==> config.mk <==
export PLATFORM = sky130hd
export DESIGN_NAME = mem_stage_access
export DESIGN_NICKNAME = d
export VERILOG_FILES = /design/src/rtl/mips_pkg.sv /design/src/rtl/mem_timeout_ctr.sv /design/src/rtl/mem_stage_access.sv
export SDC_FILE = /design/constraint.sdc
export NUM_CORES = 1
export LEC_CHECK = 0
export CORE_UTILIZATION = 38
export DETAILED_ROUTE_END_ITERATION = 10
export PLACE_DENSITY = 0.72
export SLEW_MARGIN = 40
export SYNTH_ARGS = -nofsm -noshare
export SYNTH_HDL_FRONTEND = slang
export SYNTH_SLANG_ARGS = --single-unit
==> constraint.sdc <==
create_clock -name clk -period 1.7 [get_ports clk]
set_input_delay 0.255 -clock clk [delete_from_list [all_inputs] [get_ports clk]]
set_output_delay 0.255 -clock clk [all_outputs]
set_load 0.03 [all_outputs]
==> src/rtl/mips_pkg.sv <==
// Shared encodings for the MEM stage: op codes, access FSM states and the timeout default.
// The MEM_SUBWORD_EN build of mem_stage_access passes subword_en = 1 to decode_op.
package mips_pkg;

  localparam logic [3:0] OP_NOP = 4'd0;
  localparam logic [3:0] OP_ALU = 4'd1;
  localparam logic [3:0] OP_LW  = 4'd2;
  localparam logic [3:0] OP_SW  = 4'd3;
  localparam logic [3:0] OP_BR  = 4'd4;
  localparam logic [3:0] OP_J   = 4'd5;
  localparam logic [3:0] OP_LB  = 4'd6;
  localparam logic [3:0] OP_SB  = 4'd7;

  localparam int TIMEOUT_CYC_DEF = 255;

  typedef enum logic [1:0] {
    IDLE = 2'd0,
    REQ  = 2'd1,
    WAIT = 2'd2
  } state_e;

  typedef enum logic [1:0] {
    K_NONE  = 2'd0,
    K_ALU   = 2'd1,
    K_LOAD  = 2'd2,
    K_STORE = 2'd3
  } op_kind_e;

  typedef struct packed {
    op_kind_e kind;
    logic     is_byte;
  } op_dec_t;

  // Branches, jumps, undefined codes and (without sub-word support) LB/SB all retire as NOP.
  function automatic op_dec_t decode_op(input logic [3:0] op, input logic subword_en);
    op_dec_t d;
    d.kind    = K_NONE;
    d.is_byte = 1'b0;
    case (op)
      OP_ALU: d.kind = K_ALU;
      OP_LW:  d.kind = K_LOAD;
      OP_SW:  d.kind = K_STORE;
      OP_LB: begin
        if (subword_en) begin
          d.kind    = K_LOAD;
          d.is_byte = 1'b1;
        end
      end
      OP_SB: begin
        if (subword_en) begin
          d.kind    = K_STORE;
          d.is_byte = 1'b1;
        end
      end
      default: d.kind = K_NONE;
    endcase
    return d;
  endfunction

endpackage

==> src/rtl/mem_timeout_ctr.sv <==
// Saturating access-cycle counter; expired_o flags the LIMIT-th enabled cycle since the last clear.
module mem_timeout_ctr #(
  parameter int LIMIT = 255
) (
  input  logic clk,
  input  logic reset,
  input  logic clr_i,
  input  logic en_i,
  output logic expired_o
);

  localparam int CW = (LIMIT > 1) ? $clog2(LIMIT) : 1;
  localparam logic [CW-1:0] LAST = CW'(LIMIT - 1);

  logic [CW-1:0] cnt_q, cnt_d;

  always_comb begin
    cnt_d = cnt_q;
    if (clr_i) begin
      cnt_d = '0;
    end else if (en_i && (cnt_q != LAST)) begin
      cnt_d = cnt_q + 1'b1;
    end
  end

  always_ff @(posedge clk or negedge reset) begin
    if (!reset) begin
      cnt_q <= '0;
    end else begin
      cnt_q <= cnt_d;
    end
  end

  // Saturation keeps expiry asserted if a load is granted on its last allowed cycle.
  assign expired_o = en_i && (cnt_q == LAST);

endmodule

==> src/rtl/mem_stage_access.sv <==
// MEM-stage load/store unit: drives the req/gnt/rvalid data bus, stalls the front end, registers WB fields.
// Define MEM_SUBWORD_EN to enable OP_LB/OP_SB with byte enables and LB sign extension.
module mem_stage_access
  import mips_pkg::*;
#(
  parameter int ADDR_W      = 32,
  parameter int DATA_W      = 32,
  parameter int TIMEOUT_CYC = TIMEOUT_CYC_DEF
) (
  input  logic              clk,
  input  logic              reset,
  input  logic [3:0]        op_type,
  input  logic [31:0]       alu_result,
  input  logic [31:0]       write_mem_data,
  input  logic [4:0]        write_reg_address,
  output logic              mem_req,
  output logic              mem_we,
  output logic [ADDR_W-1:0] mem_addr,
  output logic [DATA_W-1:0] mem_wdata,
  output logic [3:0]        mem_be,
  input  logic              mem_gnt,
  input  logic              mem_rvalid,
  input  logic [DATA_W-1:0] mem_rdata,
  output logic              stall,
  output logic              wb_en,
  output logic [4:0]        wb_reg_address,
  output logic [31:0]       wb_data,
  output logic              align_err,
  output logic              bus_err
);

`ifdef MEM_SUBWORD_EN
  localparam logic SubwordEn = 1'b1;
`else
  localparam logic SubwordEn = 1'b0;
`endif

  state_e state_q, state_d;

  logic [ADDR_W-1:0] mem_addr_q, mem_addr_d;
  logic [DATA_W-1:0] mem_wdata_q, mem_wdata_d;
  logic [3:0]        mem_be_q, mem_be_d;
  logic              mem_we_q, mem_we_d;
  logic [4:0]        rd_q, rd_d;
  logic              wb_en_q, wb_en_d;
  logic [4:0]        wb_reg_q, wb_reg_d;
  logic [31:0]       wb_data_q, wb_data_d;
  logic              align_err_q, align_err_d;
  logic              bus_err_q, bus_err_d;

  op_dec_t     dec;
  logic        acc_op;
  logic        misalign;
  logic        accept;
  logic        load_done;
  logic        abort;
  logic        expired;
  logic [31:0] load_val;

  assign dec      = decode_op(op_type, SubwordEn);
  assign acc_op   = (dec.kind == K_LOAD) || (dec.kind == K_STORE);
  assign misalign = acc_op && !dec.is_byte && (alu_result[1:0] != 2'b00);
  assign accept   = (state_q == IDLE) && acc_op && !misalign;
  assign load_done = (state_q == WAIT) && mem_rvalid;
  // A grant or read data in the expiry cycle counts as progress, so no abort then.
  assign abort    = expired && (((state_q == REQ) && !mem_gnt) ||
                                ((state_q == WAIT) && !mem_rvalid));

  mem_timeout_ctr #(
    .LIMIT (TIMEOUT_CYC)
  ) u_timeout (
    .clk       (clk),
    .reset     (reset),
    .clr_i     (accept),
    .en_i      (state_q != IDLE),
    .expired_o (expired)
  );

  always_ff @(posedge clk or negedge reset) begin
    if (!reset) begin
      state_q <= IDLE;
    end else begin
      state_q <= state_d;
    end
  end

  always_comb begin
    state_d = state_q;
    unique case (state_q)
      IDLE: begin
        if (accept) state_d = REQ;
      end
      REQ: begin
        if (mem_gnt) begin
          state_d = mem_we_q ? IDLE : WAIT;
        end else if (expired) begin
          state_d = IDLE;
        end
      end
      WAIT: begin
        if (mem_rvalid || expired) state_d = IDLE;
      end
      default: state_d = IDLE;
    endcase
  end

  // stall falls in the completion/abort cycle so EX/MEM advances on the retiring edge.
  always_comb begin
    mem_req = 1'b0;
    stall   = 1'b0;
    unique case (state_q)
      IDLE: stall = accept;
      REQ: begin
        mem_req = 1'b1;
        stall   = mem_gnt ? !mem_we_q : !expired;
      end
      WAIT:    stall = !(mem_rvalid || expired);
      default: stall = 1'b0;
    endcase
  end

`ifdef MEM_SUBWORD_EN
  logic [7:0] rd_lane [4];
  logic [1:0] off_q, off_d;
  logic       byte_q, byte_d;
  logic [7:0] sel_byte;

  for (genvar gi = 0; gi < 4; gi++) begin : g_lane
    assign rd_lane[gi] = mem_rdata[8*gi +: 8];
  end

  assign sel_byte = rd_lane[off_q];
  assign load_val = byte_q ? {{24{sel_byte[7]}}, sel_byte} : 32'(mem_rdata);

  always_ff @(posedge clk or negedge reset) begin
    if (!reset) begin
      off_q  <= 2'b00;
      byte_q <= 1'b0;
    end else begin
      off_q  <= off_d;
      byte_q <= byte_d;
    end
  end
`else
  assign load_val = 32'(mem_rdata);
`endif

  always_comb begin
    mem_addr_d  = mem_addr_q;
    mem_wdata_d = mem_wdata_q;
    mem_we_d    = mem_we_q;
    mem_be_d    = mem_be_q;
    rd_d        = rd_q;
    wb_reg_d    = wb_reg_q;
    wb_data_d   = wb_data_q;
    wb_en_d     = 1'b0;
    align_err_d = 1'b0;
    bus_err_d   = abort;
`ifdef MEM_SUBWORD_EN
    off_d       = off_q;
    byte_d      = byte_q;
`endif
    if (state_q == IDLE) begin
      if (dec.kind == K_ALU) begin
        wb_data_d = alu_result;
        wb_reg_d  = write_reg_address;
        wb_en_d   = (write_reg_address != 5'd0);
      end
      align_err_d = acc_op && misalign;
      if (accept) begin
        mem_addr_d  = ADDR_W'({alu_result[31:2], 2'b00});
        mem_wdata_d = DATA_W'(write_mem_data);
        mem_we_d    = (dec.kind == K_STORE);
        rd_d        = write_reg_address;
`ifdef MEM_SUBWORD_EN
        off_d  = alu_result[1:0];
        byte_d = dec.is_byte;
        if (dec.is_byte) begin
          mem_be_d    = 4'b0001 << alu_result[1:0];
          mem_wdata_d = DATA_W'({4{write_mem_data[7:0]}});
        end else begin
          mem_be_d = 4'b1111;
        end
`else
        mem_be_d = 4'b1111;
`endif
      end
    end
    if (load_done) begin
      wb_data_d = load_val;
      wb_reg_d  = rd_q;
      wb_en_d   = (rd_q != 5'd0);
    end
  end

  always_ff @(posedge clk or negedge reset) begin
    if (!reset) begin
      mem_addr_q  <= '0;
      mem_wdata_q <= '0;
      mem_we_q    <= 1'b0;
      mem_be_q    <= 4'b1111;
      rd_q        <= 5'd0;
      wb_en_q     <= 1'b0;
      wb_reg_q    <= 5'd0;
      wb_data_q   <= 32'd0;
      align_err_q <= 1'b0;
      bus_err_q   <= 1'b0;
    end else begin
      mem_addr_q  <= mem_addr_d;
      mem_wdata_q <= mem_wdata_d;
      mem_we_q    <= mem_we_d;
      mem_be_q    <= mem_be_d;
      rd_q        <= rd_d;
      wb_en_q     <= wb_en_d;
      wb_reg_q    <= wb_reg_d;
      wb_data_q   <= wb_data_d;
      align_err_q <= align_err_d;
      bus_err_q   <= bus_err_d;
    end
  end

  assign mem_addr       = mem_addr_q;
  assign mem_wdata      = mem_wdata_q;
  assign mem_we         = mem_we_q;
  assign mem_be         = mem_be_q;
  assign wb_en          = wb_en_q;
  assign wb_reg_address = wb_reg_q;
  assign wb_data        = wb_data_q;
  assign align_err      = align_err_q;
  assign bus_err        = bus_err_q;

endmodule

======== Word level (Yosys, flattened, before mapping) ========
Cells that the tools add are included.
Widths: inputs -> output; s select.
cells by class
  eq/ne operators ......................... 13
  add/subtract/negate cells ............... 1
  reductions and logical operators ........ 30
  muxes and demuxes ....................... 22
operators by type and width
  kind                 count
  $mux 32              3
  $mux 8               2
  $mux 5               3
  $pmux 2 s3           2
  $logic_and 1x1->1    10
  $mux 2               5
  $reduce_bool 2->1    5
  $reduce_bool 5->1    2
  $add 8x1->8 const B  1
  $eq 4x2->1 const B   2
  $eq 8x8->1 const B   1
  $ne 8x8->1 const B   1
  $eq 2x2->1 const B   3
  $logic_not 1->1      6
  $mux 1               6
  $eq 2x1->1 const B   2
  $eq 4x1->1 const B   1
  $reduce_and 2->1     2
  $logic_or 1x1->1     3
  $ne 3x3->1 const B   1
  $pmux 1 s3           1
  $reduce_and 3->1     1
  $logic_not 2->1      1
  $ne 2x1->1 const B   1
  $ne 2x2->1 const B   1
storage, ports and cells
  input bits .............................. 109
  output and inout bits ................... 111
  flip-flop bits (word level) ............. 118
  word-level logic and storage cells ...... 77

======== Logic depth before layout (Yosys ltp) ========
Gate-level depths: netlist (run 1).
  word-level depth ........................ 9
  mapped depth ............................ 7
  gate-level depth less buffers ........... 6

======== Modules after synthesis ========
Synthesis (run 1) repeated with hierarchy kept, for this count alone.
second synthesis, totals
  cells, all modules ...................... 447
  area total of the unflattened synthesis .. 5183.7 µm²
modules (own cells, without submodules)
  module            cells each  sequential area each (µm²)  area each (µm²)  times used
  mem_stage_access  393         2752.6                      4630.7           1
  mem_timeout_ctr   54          200.2                       553.0            1

======== Worst setup path after synthesis (run 1) ========
Ideal clock, no wire load.
  path type ............................... reg-to-output
  from .................................... register u_timeout.cnt_q[0]
  to ...................................... output stall
  path buffers ............................ 0
  data required time ...................... 1445 ps
  data arrival time ....................... 1619 ps
  path slack .............................. -174 ps
  stages on the path, launching flop included .. 7
  cells stage by stage .................... dfrtp_1 -> inv_1 -> ha_1 -> nand3_1 -> or2_1 -> mux2_2 -> a221o_1
on the way
  longest elaborated chain between the ends .. 5
  elaborated cells on any way between the ends .. 7
  those cells by class .................... eq/ne (1); mux (2); reduce/logical (4)
RTL lines
  element                                              line                                              RTL
  start, declared                                      mem_timeout_ctr.sv:15                             logic [CW-1:0] cnt_q, cnt_d;
  start signal, assigned                               mem_timeout_ctr.sv:30                             cnt_q <= cnt_d;
  $eq 8x8->1 *                                         mem_timeout_ctr.sv:35                             assign expired_o = en_i && (cnt_q == LAST);
  $logic_and 1x1->1 *                                  mem_timeout_ctr.sv:35
  $logic_not 1->1 or $logic_or 1x1->1 (tied branches)  mem_stage_access.sv:115, mem_stage_access.sv:117
  $mux 1 or $logic_not 1->1 (tied branches)            mem_stage_access.sv:115, mem_stage_access.sv:117
  $pmux 1 s3 *                                         mem_stage_access.sv:111                           unique case (state_q)
  end, declared                                        mem_stage_access.sv:24                            output logic stall,
Mark *: on every way between the ends. The rest lies on a longest branch, timed or not.

======== Worst setup path after layout (run 1) ========
Same ends and word-level chain as after synthesis.

==> results.cfg, run 1 <==
[run_status]
status = finished with violations
violations = negative setup slack

[sta]
max_freq_ghz = 0.419
min_period_over_period_pct = 140
clock_skew_ns = 0.00699
setup_ws_ns = -0.684
slew_viol_final = 0
rsz0062_at_grt = true
setup-tns-final_ns = -0.684
fin_crit_ns = 2.38
hold_viol = 0
setup_viol = 1
holdWs_ns = 0.288

[clocking]
path_clk_slew_ns = 0.05
cts_buffers = 17
numClockSinks = 118
clock_path_buffers = 2
clock-root-buffer = clkbuf_16
clk_latency_ns = 0.40
cts_tree = built
htreeDepth = 4

[die]
core.rowCount = 41
die_x_um = 118
start_util_pct = 39.6
core_area_um2 = 12800
die_area_um2 = 13800
die_y_um = 118
num_io_pins = 220

[layout]
final-seq-area_um2 = 2950
fin_nets = 744
nFillCells = 1027
drive_above_1_share_pct = 21.7
syn2layout_area_growth_pct = 62.8
multiInputGateArea_um2 = 1990
fin_cells = 818
antenna_cells = 0

[setup_path]
critPathCaptureType = output pin
cp-start-kind = flip-flop
path_class = flip-flop to output pin
path_max_fanout = 2
cp_data_arrival_time_ns = 2.13
cp_data_required_time_ns = 1.44

[min_path]
hold_path.class = input port to async pin

[global_route]
grt_max_degree = 72
grt_pass1_vias = 4114
antenna_found_initial = 0
grt_overflow = 0
grt_pass1_wl_um = 21200
track_usage_pct = 19.4

[place]
routabilityCongestion = 0.776
post-place-cells = 782
post-dp-hpwl_um = 9430
io_buffers = 213
dp_slack_ns = -0.230

[synthesis]
synth-edff-count = 0
synth.ff_latch_count = 118
synth_top_area_cell = dfrtp_1
yosysSeqAreaShare_pct = 58.1
synth_top_area_share_pct = 58.1
yosys-top-cells-count = dfrtp_1 (118), nor2_1 (46), a21oi_1 (39), mux2i_1 (39), mux2_2 (37)
synth_top_family_by_area = multiplexers
synth.area.mux_share_pct = 25.0
synth_ff_type = dfrtp_1
yosys.area_share.xor_xnor_pct = 0
syn_avg_cell_area_um2 = 13.1
ys_warn_count = 0
synth_top_cells_by_area = dfrtp_1 (58%), mux2_4 (9.2%), mux2_2 (8.2%)
synth-simple-area-share_pct = 7.04
synthAdderAreaFrac_pct = 0.493
synth_cell_type_count = 33
async_flop_share_pct = 100
synth.most_common_cell = dfrtp_1
netlist_instances = 388
synth_compound_gate_area_share_pct = 5.49
synth_area_um2 = 5080

[detailed_routing]
wire_per_inst_um = 15.9
dr_total_vias = 3896
drc = 0
detail-route-antenna-nets = 0
dr.pass1.iters = 4
met3_length_um = 856
top_layer = met4
drt_iter0_markers = 120
met2_length_um = 6700
wl_met1_um = 5270
vias_per_cell = 4.76
wl_um = 13000

[power_and_ir_drop]
p_per_area_nw_per_um2 = 1400
ir_worst_vdd_uv = 637
leakage_nw = 4.41
finalPower_mw = 11.6

[job]
drv_cap = 0
==> critical path, stage by stage, from the launching register on <==
cell	delay, ns
dfrtp_1	0.38
inv_1	0.07
ha_2	0.19
nand3_2	0.06
or2_1	0.25
mux2_2	0.27
a221o_2	0.37
buf_6	0.14
==> flip-flops by register name, indices dropped and copies added, names as in the netlist <==
| register | cells |
|---|---|
| mem_we | 1 |
| mem_wdata | 32 |
| bus_err | 1 |
| state_q | 2 |
| wb_reg_address | 5 |
| mem_addr | 30 |
| align_err | 1 |
| u_timeout.cnt_q | 8 |
| rd_q | 5 |
| wb_data | 32 |
| wb_en | 1 |
==> logic make-up (layout without fill, tap and decap cells) <==
kind of cell,count (synthesis),in the layout
DFF,118,118
muxes,107,107
and+or+nand+nor,79,79
AOI/OAI and AO/OA,51,51
buffers and inverters,29,283
adders and majority gates,2,2
other,2,6
==> cell type report <==
| cell class | instances | share of cell area (%) |
|---|---|---|
| clock buffer | 23 | 5.66 |
| sequential | 118 | 35.7 |
| tap | 172 | 2.60 |
| multi-input combinational | 245 | 24.1 |
| timing repair buffer | 249 | 30.4 |
| clock inverter | 9 | 1.51 |
| inverter | 2 | 0.0908 |
==> what timing repair did <==
action	4_1_cts	5_1_grt
gates resized for setup	62	44
endpoints found under the hold margin	18	0
cloned	0	0
setup buffers	0	3
pin swaps	0	3
endpoints found under the setup margin	62	69
hold buffers	1	0
==> through the flow <==
stage / utilization, % / area, um2
after floorplan: - / 5100
after global routing: 64.5 / 8270
after CTS: 63.4 / 8130
after detailed placement: 59.2 / 7600
final: 64.5 / 8270
after global placement: 59.2 / 7600
==> metal layers <==
metal / global-route usage (%) / vias to the layer above
met4: 6.57 / 0
met2: 33.2 / 150
met3: 6.25 / 16
met1: 22.9 / 1878
met5: 0 / -
li1: - / 1852
==> path summary, 6_finish.rpt <==
| kind | slack (ns) | cells past startpoint | start | to |
|---|---|---|---|---|
| setup / recovery | -0.68 | 7 | u_timeout.cnt_q[0]$_DFFE_PN0P_ | stall |
| hold / removal | 0.29 | 2 | reset | wb_data[9]$_DFFE_PN0P_ |
| setup reg to reg | 0.07 | 5 | state_q[0]$_DFFE_PN0P_ | mem_addr[6]$_DFFE_PN0P_ |
| hold reg to reg | 0.49 | 1 | u_timeout.cnt_q[6]$_DFFE_PN0P_ | u_timeout.cnt_q[6]$_DFFE_PN0P_ |
| max in group asynchronous | 0.84 | 3 | reset | mem_we$_DFFE_PN0P_ |
| min in group clk | 0.43 | 3 | mem_rdata[21] | wb_data[21]$_DFFE_PN0P_ |
==> cells in the final DEF (no fill, tap or decap), types with 17 or more instances in the layout <==
cell / n
mux2_4: 31
nor2_1: 46
dlygate4sd2_1: 61
a21oi_1: 39
mux2i_1: 39
dfrtp_1: 118
clkbuf_16: 17
clkdlybuf4s50_1: 109
buf_4: 30
dlymetal6s2s_1: 40
mux2_2: 37
==> where the power goes <==
part	total, mW	leakage [nW]	internal [mW]	switching [mW]
sequential	3.96	1.44	3.57	0.394
combinational	4.07	2.68	1.80	2.27
clock	3.55	0.287	2.37	1.18
(Power assumes the default switching activity.)
==> run 2: changes to the inputs <==
- ABC_AREA: default -> 1
- CELL_PAD_IN_SITES_DETAIL_PLACEMENT: default -> 1
- CELL_PAD_IN_SITES_GLOBAL_PLACEMENT: default -> 1
- CORE_UTILIZATION: 38 -> 27
==> results.cfg, run 2 <==
[clocking]
clock-root-buffer = clkbuf_16
cts_tree = built
cts_buffers = 17
numClockSinks = 118
htreeDepth = 4
clk_latency_ns = 0.41
clock_path_buffers = 2
path_clk_slew_ns = 0.05

[detailed_routing]
top_layer = met4
wl_met1_um = 7670
detail-route-antenna-nets = 0
met3_length_um = 1340
dr_total_vias = 5013
wl_um = 17900
vias_per_cell = 4.54
met2_length_um = 8610
dr.pass1.iters = 4
drc = 0
wire_per_inst_um = 16.2
drt_iter0_markers = 176

[synthesis]
synth_area_um2 = 5160
synth.most_common_cell = nand2_1
synth_top_area_cell = dfrtp_1
async_flop_share_pct = 100
syn_avg_cell_area_um2 = 8.40
ys_warn_count = 0
synth_top_cells_by_area = dfrtp_1 (57%), nand2_1 (22%), nand3_1 (4.5%)
yosysSeqAreaShare_pct = 57.2
synth-edff-count = 0
synth_cell_type_count = 28
synth.ff_latch_count = 118
synth_ff_type = dfrtp_1
synth_top_area_share_pct = 57.2
yosys-top-cells-count = nand2_1 (303), dfrtp_1 (118), nand3_1 (46)
netlist_instances = 615

[layout]
syn2layout_area_growth_pct = 64.1
fin_cells = 1103
fin_nets = 967
drive_above_1_share_pct = 11.8
layout_common_cells = nand2_1 (301), dfrtp_1 (116), clkdlybuf4s50_1 (109), dlygate4sd2_1 (90), nand3_1 (45)
layout_commonest_cell = nand2_1

[power_and_ir_drop]
seq_power_share_pct = 34.1
internal_power_mw = 7.45
swShare_pct = 32.8
finalPower_mw = 11.1
power_frac_comb_pct = 28.5
p_sw_mw = 3.64
p_per_area_nw_per_um2 = 1310
ir_worst_vdd_uv = 680
leakage_nw = 4.46
power_frac_clock_pct = 37.4

[die]
start_util_pct = 27.6
die_y_um = 140
die_x_um = 140
die_area_um2 = 19700
num_io_pins = 220
core_area_um2 = 18700
core.rowCount = 50

[global_route]
track_usage_pct = 18.9
antenna_found_initial = 1
grt_pass1_wl_um = 28500
grt_pass1_vias = 5383
grt_max_degree = 73
grt_overflow = 0

[place]
dp_slack_ns = -0.0440
routabilityCongestion = 0.761
io_buffers = 213
post-dp-hpwl_um = 13000
post-place-cells = 1065

[sta]
rsz0062_at_grt = true
setup_viol = 1
min_period_over_period_pct = 107
max_freq_ghz = 0.550
setup-tns-final_ns = -0.120
hold_viol = 0
clock_skew_ns = 0.00483
holdWs_ns = 0.379
setup_ws_ns = -0.120
fin_crit_ns = 1.82
slew_viol_final = 0

[setup_path]
ff2ff_path_depth = 7
path_class = flip-flop to output pin
cp_data_required_time_ns = 1.44
cp_data_arrival_time_ns = 1.56
path_max_fanout = 2
cp-start-kind = flip-flop
critPathCaptureType = output pin

[job]
drv_cap = 0

[run_status]
status = finished with violations
violations = negative setup slack

[min_path]
hold_path.class = input port to async pin
run 2: critical path: stages (launching register included):
cell	delay [ns]
dfrtp_1	0.39
inv_2	0.07
ha_1	0.13
nand2_1	0.06
nor2_2	0.13
nand2_2	0.09
nand2_2	0.07
nand3_2	0.06
buf_6	0.14
run 2: logic make-up after synthesis:
logic type | synth area share [%]
xor+xnor | 0.339
buf+inv | 6.20
fa+ha+maj | 0.484
compound gates | 1.70
simple gates | 34.0
other cells | 0.145
flops | 57.2
run 2: per-layer routing:
| layer | track usage (%) | vias up |
|---|---|---|
| met4 | 5.49 | 0 |
| li1 | - | 2433 |
| met3 | 7.08 | 19 |
| met2 | 31.9 | 161 |
| met5 | 0 | - |
| met1 | 22.4 | 2400 |
run 2: worst paths after layout:
kind	startpoint	slack (ns)	end
worst max-delay path	u_timeout.cnt_q[0]$_DFFE_PN0P_	-0.12	stall
worst min-delay path	reset	0.38	align_err$_DFF_PN0_
worst max register to register	u_timeout.cnt_q[1]$_DFFE_PN0P_	0.18	u_timeout.cnt_q[7]$_DFFE_PN0P_
worst min register to register	mem_wdata[31]$_DFFE_PN0P_	0.46	mem_wdata[31]$_DFFE_PN0P_
max in group asynchronous	reset	0.93	mem_addr[24]$_DFFE_PN0P_
min in group clk	write_mem_data[11]	0.38	mem_wdata[11]$_DFFE_PN0P_
run 2: cell type report:
type                            instances  area, um2
Clock buffer                           22        484
Clock inverter                          9        195
Inverter                               24       92.6
Timing Repair Buffer                  256       2520
Sequential cell                       118       2960
Antenna cell                            1       2.50
Fill cell                            2190      10200
Tap cell                              234        293
Multi-Input combinational cell        439       1930
run 2: stage by stage:
stage          utilization [%]  area (um2)
5_1_grt                   45.3        8470
3_3_place_gp              41.7        7800
4_1_cts                   44.9        8400
3_5_place_dp              41.7        7800
6_report                  45.3        8480
2_1_floorplan                -        5180
run 2: what timing repair did:
| item | in CTS | in global routing |
|---|---|---|
| cloned | 0 | 0 |
| pin swaps | 2 | 2 |
| hold endpoints to repair | 118 | 0 |
| setup buffers | 2 | 3 |
| resized for setup | 96 | 18 |
| hold buffers | 1 | 0 |
| endpoints found under the setup margin | 92 | 12 |
run 2: power groups by stage:
stage          clock network (mW)  registers, mW  logic [mW]
2_1_floorplan                   0           4.85       0.711
3_3_place_gp                    0           3.82        3.43
3_5_place_dp                    0           3.84        3.47
4_1_cts                      4.25           3.78        3.20
5_1_grt                      4.37           3.87        3.40
6_report                     4.15           3.78        3.16
==> run 3: changes to the inputs <==
- CORE_UTILIZATION: 27 -> 40
- DONT_BUFFER_PORTS: default -> 1
- PLACE_DENSITY: 0.72 -> 0.7
==> results.cfg, run 3 (same netlist as run 2, synthesis figures left out) <==
[layout]
nFillCells = 1471
fin_cells = 907
layout_commonest_cell = nand2_1
stdcell_area_um2 = 7010
antenna_cells = 0
fin_nets = 837
drive_above_1_share_pct = 12.0
syn2layout_area_growth_pct = 35.7
final-seq-area_um2 = 2960
post-route-util_pct = 55.5
multiInputGateArea_um2 = 2000
layout_common_cells = nand2_1 (296), dfrtp_1 (114), dlygate4sd3_1 (99), nand3_1 (45), nand4_1 (35)

[detailed_routing]
wl_met1_um = 6540
dr_total_vias = 4725
drc = 0
dr.pass1.iters = 4
met2_length_um = 9310
wl_um = 17800
drt_iter0_markers = 242
top_layer = met4
vias_per_cell = 5.21
met3_length_um = 1390
wire_per_inst_um = 19.6
detail-route-antenna-nets = 0

[setup_path]
cp_data_arrival_time_ns = 1.58
ff2ff_setup_slack_ns = 0.03
cp-start-kind = flip-flop
path_max_fanout = 2
critPathCaptureType = output pin
path_class = flip-flop to output pin
reg2reg_from = u_timeout.cnt_q[0]$_DFFE_PN0P_
rr_endpoint = u_timeout.cnt_q[7]$_DFFE_PN0P_
cp_data_required_time_ns = 1.44
ff2ff_path_depth = 12

[sta]
setup-tns-final_ns = -0.135
clock_skew_ns = 0.00481
rsz0062_at_grt = true
setup_ws_ns = -0.135
hold_viol = 118
max_freq_ghz = 0.545
fin_crit_ns = 1.83
setup_viol = 1
holdWs_ns = -0.468
min_period_over_period_pct = 108
slew_viol_final = 0

[clocking]
htreeDepth = 4
numClockSinks = 118
clk_latency_ns = 0.41
cts_buffers = 17
clock_path_buffers = 2
clock-root-buffer = clkbuf_16
ctsHoldBuffers = 99
cts_tree = built
path_clk_slew_ns = 0.05

[global_route]
antenna_found_initial = 0
track_usage_pct = 26.7
grt_max_degree = 119
grt_pass1_wl_um = 26600
grt_pass1_vias = 5109
grt_overflow = 0

[run_status]
status = finished with violations
violations = negative hold slack, negative setup slack

[power_and_ir_drop]
seq_power_share_pct = 52.2
finalPower_mw = 9.60
power_frac_clock_pct = 34.1
internal_power_mw = 6.07
p_sw_mw = 3.53
ir_worst_vdd_uv = 732
p_per_area_nw_per_um2 = 1370
swShare_pct = 36.7
power_frac_comb_pct = 13.7
leakage_nw = 3.50

[place]
post-place-cells = 767
routabilityCongestion = 0.822
io_buffers = 0
post-dp-hpwl_um = 9960
placed_area_um2 = 5300
dp_slack_ns = 0.144

[die]
start_util_pct = 40.9
core_area_um2 = 12600
die_y_um = 116
num_io_pins = 220
die_area_um2 = 13400
die_x_um = 116
core.rowCount = 41

[min_path]
hold_path.class = input port to async pin

[job]
drv_cap = 0
[run 3: changes by cell type in the layout (fill, tap and decap cells not counted), sizes merged, moves of 5 or more]
cell	change
buf	-17
clkdlybuf4s50	-109
dlygate4sd3	+98
dlymetal6s2s	-11
dlygate4sd2	-90
bufinv	-5
[run 3: how the worst max path moves through the flow]
stage	from	to	slack, ns
finish	u_timeout.cnt_q[0]$_DFFE_PN0P_	stall	-0.13
global route	u_timeout.cnt_q[0]$_DFFE_PN0P_	stall	-0.19
CTS	u_timeout.cnt_q[0]$_DFFE_PN0P_	stall	-0.14
detailed placement	u_timeout.cnt_q[0]$_DFFE_PN0P_	stall	0.14
global placement	u_timeout.cnt_q[0]$_DFFE_PN0P_	stall	0.18
floorplan	u_timeout.cnt_q[0]$_DFFE_PN0P_	stall	0.23
[run 3: final cells by class]
cell class	count	area share, %
Clock buffer	23	6.68
Timing Repair Buffer	126	17.4
Multi-Input combinational cell	439	28.5
Sequential cell	118	42.2
Inverter	24	1.36
Tap cell	172	3.07
Clock inverter	5	0.750
[run 3: layer usage]
layer	vias to the layer above	global-route usage, %
met5	-	0
met4	0	13.3
met3	51	9.26
met2	199	48.4
met1	2318	27.2
li1	2157	-
[run 3: critical path: stages (launching register included)]
cell and delay (ns):
dfrtp_1 0.38, inv_2 0.10, ha_4 0.15, nand2_4 0.05, nor2_4 0.11, nand2_2 0.08
nand2_2 0.08, nand3_2 0.06, buf_6 0.14
[run 3: what timing repair did]
item | 4_1_cts | 5_1_grt
setup buffers | 10 | 5
setup endpoints to repair | 1 | 7
gates resized for setup | 10 | 18
pin swaps | 2 | 7
endpoints found under the hold margin | 217 | 118
[run 3: power groups by stage]
stage / logic (mW) / registers, mW / clock network [mW]
2_1_floorplan: 0.711 / 4.85 / 0
3_3_place_gp: 0.791 / 5.01 / 0
3_5_place_dp: 0.868 / 5.02 / 0
4_1_cts: 1.22 / 4.98 / 3.31
5_1_grt: 1.48 / 5.09 / 3.45
6_report: 1.32 / 5.01 / 3.27
